--- src/rtl/mux_nx1_scan.sv ---
// mux_nx1_scan: N-channel, W-bit multiplexer with a registered output.
//
// Two operating modes:
//   direct - the external select picks the channel; dout/ch follow one clock
//            after sel/din.
//   scan   - an internal pointer walks through the channels, holding each one
//            for DWELL clocks; dout is sampled only at each switch
//            (sample-and-hold), so din changes between switches never reach
//            dout.
//
// Optional feature, enabled by defining MUX_SCAN_MASK_EN:
//   Adds an input ch_mask[N-1:0]. A channel with its mask bit clear is skipped
//   by the scan and reads as invalid in direct mode. With the macro undefined
//   every channel is enabled and there is no ch_mask port.
//
// The three-state FSM (IDLE / DIRECT / SCAN) is split into a state register,
// a next-state decoder and an output/datapath decoder.
module mux_nx1_scan #(
  parameter  int N     = 8,
  parameter  int W     = 8,
  parameter  int DWELL = 4,
  localparam int SELW  = $clog2(N)
) (
  input  logic            clk,
  input  logic            rst_n,
  input  logic [N*W-1:0]  din,
  input  logic [SELW-1:0] sel,
  input  logic            mode,
  input  logic            en,
  output logic [W-1:0]    dout,
  output logic [SELW-1:0] ch,
  output logic            valid
`ifdef MUX_SCAN_MASK_EN
  ,
  input  logic [N-1:0]    ch_mask
`endif
);

  // The dwell counter only has to reach DWELL-1; one extra bit keeps the
  // DWELL=1 case from collapsing to a zero-width vector.
  localparam int CNTW = $clog2(DWELL) + 1;
  localparam logic [CNTW-1:0] CNT_LAST = CNTW'(DWELL - 1);

  typedef enum logic [1:0] {
    ST_IDLE   = 2'd0,
    ST_DIRECT = 2'd1,
    ST_SCAN   = 2'd2
  } state_e;

  // Output qualifier: valid is a single-cycle flag, with no ready/back-pressure.
  // It is high in exactly the cycles where dout/ch carry a freshly captured
  // sample; a consumer must take the sample in that cycle, because the block
  // never stalls and the next sample overwrites it.

  state_e          state_q, state_d;
  logic [CNTW-1:0] cnt_q,   cnt_d;
  logic [W-1:0]    dout_q,  dout_d;
  logic [SELW-1:0] ch_q,    ch_d;
  logic            valid_q, valid_d;

  // Per-channel enables: the external mask when the feature is built in,
  // otherwise every channel is live.
  logic [N-1:0]    mask_w;
`ifdef MUX_SCAN_MASK_EN
  assign mask_w = ch_mask;
`else
  assign mask_w = {N{1'b1}};
`endif

  // Select the W-bit slice of channel idx; out-of-range indices read zero.
  function automatic logic [W-1:0] pick_chan(input logic [N*W-1:0] d,
                                             input int             idx);
    logic [W-1:0] r;
    r = '0;
    for (int i = 0; i < N; i++) begin
      if (idx == i) r = d[i*W +: W];
    end
    return r;
  endfunction

  // First enabled channel at or after 'start', wrapping modulo N.
  // Result is {found, index}; the downward loop lets the closest hit win.
  function automatic logic [SELW:0] find_enabled(input logic [N-1:0] m,
                                                 input int           start);
    logic [SELW:0] r;
    int            j;
    r = '0;
    for (int k = N - 1; k >= 0; k--) begin
      j = (start + k) % N;
      if (m[j]) r = {1'b1, SELW'(j)};
    end
    return r;
  endfunction

  // Channel search results and direct-select qualification.
  logic [SELW:0] first_hit;   // lowest enabled channel (scan entry)
  logic [SELW:0] next_hit;    // next enabled channel after ch_q (scan switch)
  logic          sel_ok;      // sel is in range and its channel is enabled
  logic          mask_any;    // at least one channel enabled

  // Decode the channel searches and direct-select legality.
  always_comb begin
    first_hit = find_enabled(mask_w, 0);
    next_hit  = find_enabled(mask_w, int'(ch_q) + 1);
    mask_any  = |mask_w;
    sel_ok    = 1'b0;
    for (int i = 0; i < N; i++) begin
      if (int'(sel) == i) sel_ok = mask_w[i];
    end
  end

  // State and datapath registers; reset clears everything immediately.
  always_ff @(posedge clk or negedge rst_n) begin
    if (!rst_n) begin
      state_q <= ST_IDLE;
      cnt_q   <= '0;
      dout_q  <= '0;
      ch_q    <= '0;
      valid_q <= 1'b0;
    end else begin
      state_q <= state_d;
      cnt_q   <= cnt_d;
      dout_q  <= dout_d;
      ch_q    <= ch_d;
      valid_q <= valid_d;
    end
  end

  // Next state depends only on en/mode, re-evaluated every clock.
  always_comb begin
    state_d = ST_IDLE;
    if (en) begin
      state_d = mode ? ST_SCAN : ST_DIRECT;
    end
  end

  // Datapath for the state being entered at this edge. Entering SCAN from any
  // other state restarts the sweep at the first enabled channel.
  always_comb begin
    dout_d  = dout_q;
    ch_d    = ch_q;
    valid_d = 1'b0;
    cnt_d   = '0;
    case (state_d)
      ST_IDLE: begin
        // Outputs frozen, counter cleared.
      end
      ST_DIRECT: begin
        ch_d = sel;
        if (sel_ok) begin
          dout_d  = pick_chan(din, int'(sel));
          valid_d = 1'b1;
        end else begin
          dout_d  = '0;
        end
      end
      ST_SCAN: begin
        if (state_q != ST_SCAN) begin
          // Scan entry: lowest enabled channel, fresh dwell.
          if (first_hit[SELW]) begin
            ch_d    = first_hit[SELW-1:0];
            dout_d  = pick_chan(din, int'(first_hit[SELW-1:0]));
            valid_d = 1'b1;
          end
        end else if (!mask_any) begin
          // Nothing to scan: hold outputs, keep the counter parked at 0.
          cnt_d = '0;
        end else if (cnt_q == CNT_LAST) begin
          // Dwell expired: capture the next enabled channel.
          if (next_hit[SELW]) begin
            ch_d    = next_hit[SELW-1:0];
            dout_d  = pick_chan(din, int'(next_hit[SELW-1:0]));
            valid_d = 1'b1;
          end
        end else begin
          cnt_d = cnt_q + CNTW'(1);
        end
      end
      default: begin
        // Unreachable encoding: behave like IDLE.
      end
    endcase
  end

  assign dout  = dout_q;
  assign ch    = ch_q;
  assign valid = valid_q;

endmodule

--- config.mk ---
export PLATFORM = sky130hd
export DESIGN_NAME = mux_nx1_scan
export DESIGN_NICKNAME = d
export VERILOG_FILES = /design/src/rtl/mux_nx1_scan.sv
export SDC_FILE = /design/constraint.sdc
export NUM_CORES = 1
export LEC_CHECK = 0
export ABC_CLOCK_PERIOD_IN_PS = 3600
export CAP_MARGIN = 20
export CORE_ASPECT_RATIO = 2
export CORE_UTILIZATION = 40
export CTS_BUF_LIST = sky130_fd_sc_hd__clkbuf_8
export CTS_CLUSTER_DIAMETER = 120
export DETAILED_ROUTE_END_ITERATION = 8
export DONT_BUFFER_PORTS = 1
export PLACE_DENSITY = 0.56
export RECOVER_POWER = 100
export SLEW_MARGIN = 20
export SYNTH_ARGS = -nofsm -noshare
export SYNTH_HDL_FRONTEND = slang
export SYNTH_SLANG_ARGS = --single-unit
--- constraint.sdc ---
create_clock -name clk -period 3.6 [get_ports clk]
set_input_delay 1.08 -clock clk [delete_from_list [all_inputs] [get_ports clk]]
set_output_delay 1.08 -clock clk [all_outputs]
set_load 0.005 [all_outputs]
==> flow_summary_export.csv <==
group,metric,value,unit
outcome,status,"finished, final reports clean",
synth,synth_top_family_by_area,"compound AO/OA/AOI/OAI gates",
synth,mappedNetlistArea,0.00216,mm^2
synth,synth_compound_area_frac,0.380,
place,dp.cells,311,
clock_tree,hold_buffers,0,
synth,syn_nets,350,
worst_setup_path,crit_fanout,19,
global_route,grt_use_total,0.279,
routing,viasPerCell,6.98,
sta,fmax,368,MHz
layout,nFillCells,541,
synth,ys_ff_latch,17,
sta,post-route-period-util,0.754,
global_route,grt_overflow,0,
worst_setup_path,critical_path_class,"input pin to register",
sta,rsz0062_at_grt,"no",
global_route,grt_max_degree,31,
worst_setup_path,cp.arrival,2900,ps
worst_setup_path,max_stage_delay,1080,ps
layout,area.growth.synth_to_final,0.232,%
global_route,grt_pass1_vias,2376,
clock_tree,post-cts-setup-buffer-count,0,
floorplan,die_w,53.9,um
layout,antennaDiodeCount,0,
sta,max_slew_margin,0.175,
global_route,grt_pass1_wl,11800,um
floorplan,die_y,106,um
clock_tree,path_clk_slew,60,ps
synth,synth_top_cell_by_area,"dfrtp_1",
synth,synth_flop_cell,"dfrtp_1",
synth,synth_simple_gate_area_share,0.221,
sta,fin_skew,3.23,ps
routing,drtPass1Iterations,4,
floorplan,rows,37,
clock_tree,root_buffer,"clkbuf_8",
synth,synthAdderAreaFrac,0.0348,
sta,finalMaxSlewViolations,0,
layout,nNetsFinal,335,
routing,wirelength,7400,um
worst_setup_path,slowest_stage,"o31ai_2",
clock_tree,cts_made_buffers,3,
sta,setup_tns,0,ps
floorplan,die_area,0.00571,mm^2
clock_tree,cts_tree,"yes",
pwr,cellLeakagePower,0.827,nW
place,dpl.hpwl,5800,um
synth,synth.area.top_cells,"dfrtp_1 20%, nor2b_1 5.5%, a21oi_1 5.3%, mux2i_1 5.1%, o21ai_0 4.4%",
synth,synthMuxAreaShare,0.0823,
worst_setup_path,startpoint_type,"input pin",
synth,ys_warn_count,0,
synth,synthXorXnorAreaFrac,0.00812,
hold_path,min_path_type,"register to register",
place,portBuffers,0,
synth,syn_avg_cell_area,7.91,um^2
routing,route.vias.total,2200,
floorplan,core-area,0.00518,mm^2
clock_tree,clock_latency,250,ps
worst_setup_path,cp-end-kind,"register",
synth,synth_cell_types,56,
synth,synth_edf_count,0,
worst_setup_path,cp_cell_sequence,"clkinv_1 > o31ai_2 > nand2_1 > o2111ai_1 > o211a_1",
floorplan,io-pin-count,83,
synth,synth_top_area_frac,0.197,
clock_tree,clk_path_buf_depth,2,
synth,async_flop_share,1.00,
routing,ant_nets,0,
worst_setup_path,crit_required,3790,ps
clock_tree,cts_max_level,1,
sta,min_period,2710,ps
pwr,power.total,0.000653,W
sta,worst_slew_pin_slew,1230,ps
sta,setup_viol,0,
pwr,p_per_area,302,mW/mm^2
flow_run,maxCapViolations,0,
sta,hold_viol,0,
synth,synth-seq-area-share,0.197,
global_route,antenna_found_initial,0,
routing,drt_iter0_drc,109,
routing,wl_per_cell,23.5,um
layout,drive_above_1_share,0.0545,
routing,drc_errors,0,
synth,synthCells,273,
layout,fin_cells,315,
clock_tree,cts_resized,0,
worst_setup_path,worst_path_dominant_cell_family,"compound AO/OA/AOI/OAI gates",
floorplan,start_util,0.416,
clock_tree,cts_sinks,17,
place,globalplace.congestion,0.897,
pwr,peakVddDrop,0.235,mV
worst_setup_path,path_buf_inv,1,
-- cells by family after synthesis --
family          Yosys count
compound gates          112
flops                    17
mux                      14
buf+inv                  35
fa+ha+maj                 6
xor+xnor                  2
simple gates             87
-- routing by layer --
layer | global-route usage | routed length [um] | vias to the layer above
li1 | - | - | 1027
met1 | 0.329 | 2710 | 1038
met2 | 0.459 | 3790 | 115
met3 | 0.0491 | 637 | 20
met4 | 0.135 | 255 | 0
met5 | 0 | 0 | -
-- per-stage QoR --
stage	hold slack, ps	util	setup slack, ps	instance area, um^2
after floorplan	419	-	1220	2160
after global placement	436	0.410	1010	2130
after detailed placement	439	0.410	962	2130
after CTS	448	0.419	954	2170
after global routing	466	0.417	549	2160
final	444	0.417	886	2160
-- state kept, by name, summed over array words and instances, names as in the netlist --
name	count
ch	3
cnt_q	3
dout	8
state_q	2
valid	1
-- cell usage in the layout, fill, tap and decap left out, drive strengths merged, types with 2 or more instances in the layout --
master	instances
nand2	24
a21oi	24
nor2b	20
o21ai	19
dfrtp	17
inv	14
nor2	11
mux2i	11
nor3b	9
nand2b	7
a221oi	6
o2111ai	6
a32o	6
ha	6
a22oi	5
nor4	5
nor3	4
o211ai	4
o22ai	4
a32oi	3
mux4	3
a22o	3
a211o	3
o2bb2ai	3
a311o	3
a31o	3
a221o	3
clkbuf	3
o31ai	3
or4	2
nand4	2
a21boi	2
a41oi	2
a211oi	2
-- layout make-up --
| type | count | area, um^2 | area share |
|---|---|---|---|
| Clock buffer | 3 | 41.3 | 0.0191 |
| Multi-Input combinational cell | 221 | 1560 | 0.721 |
| Tap cell | 58 | 72.6 | 0.0335 |
| Timing Repair Buffer | 1 | 7.51 | 0.00347 |
| Clock inverter | 1 | 3.75 | 0.00174 |
| Inverter | 14 | 52.6 | 0.0243 |
| Sequential cell | 17 | 425 | 0.197 |
-- where the power goes --
part	internal, W	switching (W)	leakage, nW
Sequential	0.000212	0.0000224	0.214
Combinational	0.000121	0.000159	0.585
Clock	0.0000757	0.0000624	0.0269
-- worst paths after layout --
kind	cells after the start	slack [ps]	to	start
hold reg to reg	1	440	cnt_q[0]$_DFF_PN0_	cnt_q[0]$_DFF_PN0_
setup reg to reg	7	920	dout[5]$_DFFE_PN0P_	ch[0]$_DFFE_PN0P_
setup / recovery	5	890	dout[2]$_DFFE_PN0P_	mode
min in group asynchronous	0	520	dout[5]$_DFFE_PN0P_	rst_n
hold / removal	1	440	cnt_q[0]$_DFF_PN0_	cnt_q[0]$_DFF_PN0_
max in group asynchronous	0	3010	cnt_q[1]$_DFF_PN0_	rst_n
-- Yosys cell counts, drive strengths merged (4+ instances only) --
| master | instances |
|---|---|
| o2111ai | 6 |
| o211ai | 4 |
| buf | 13 |
| nand2 | 24 |
| mux2i | 11 |
| a22oi | 5 |
| a221oi | 6 |
| nand2b | 7 |
| clkbuf | 8 |
| inv | 13 |
| nor2b | 20 |
| nor4 | 5 |
| nor2 | 11 |
| nor3 | 4 |
| dfrtp | 17 |
| o22ai | 4 |
| nor3b | 9 |
| ha | 6 |
| o21ai | 19 |
| a32o | 6 |
| a21oi | 24 |
Power figures use the tool's default switching activity.
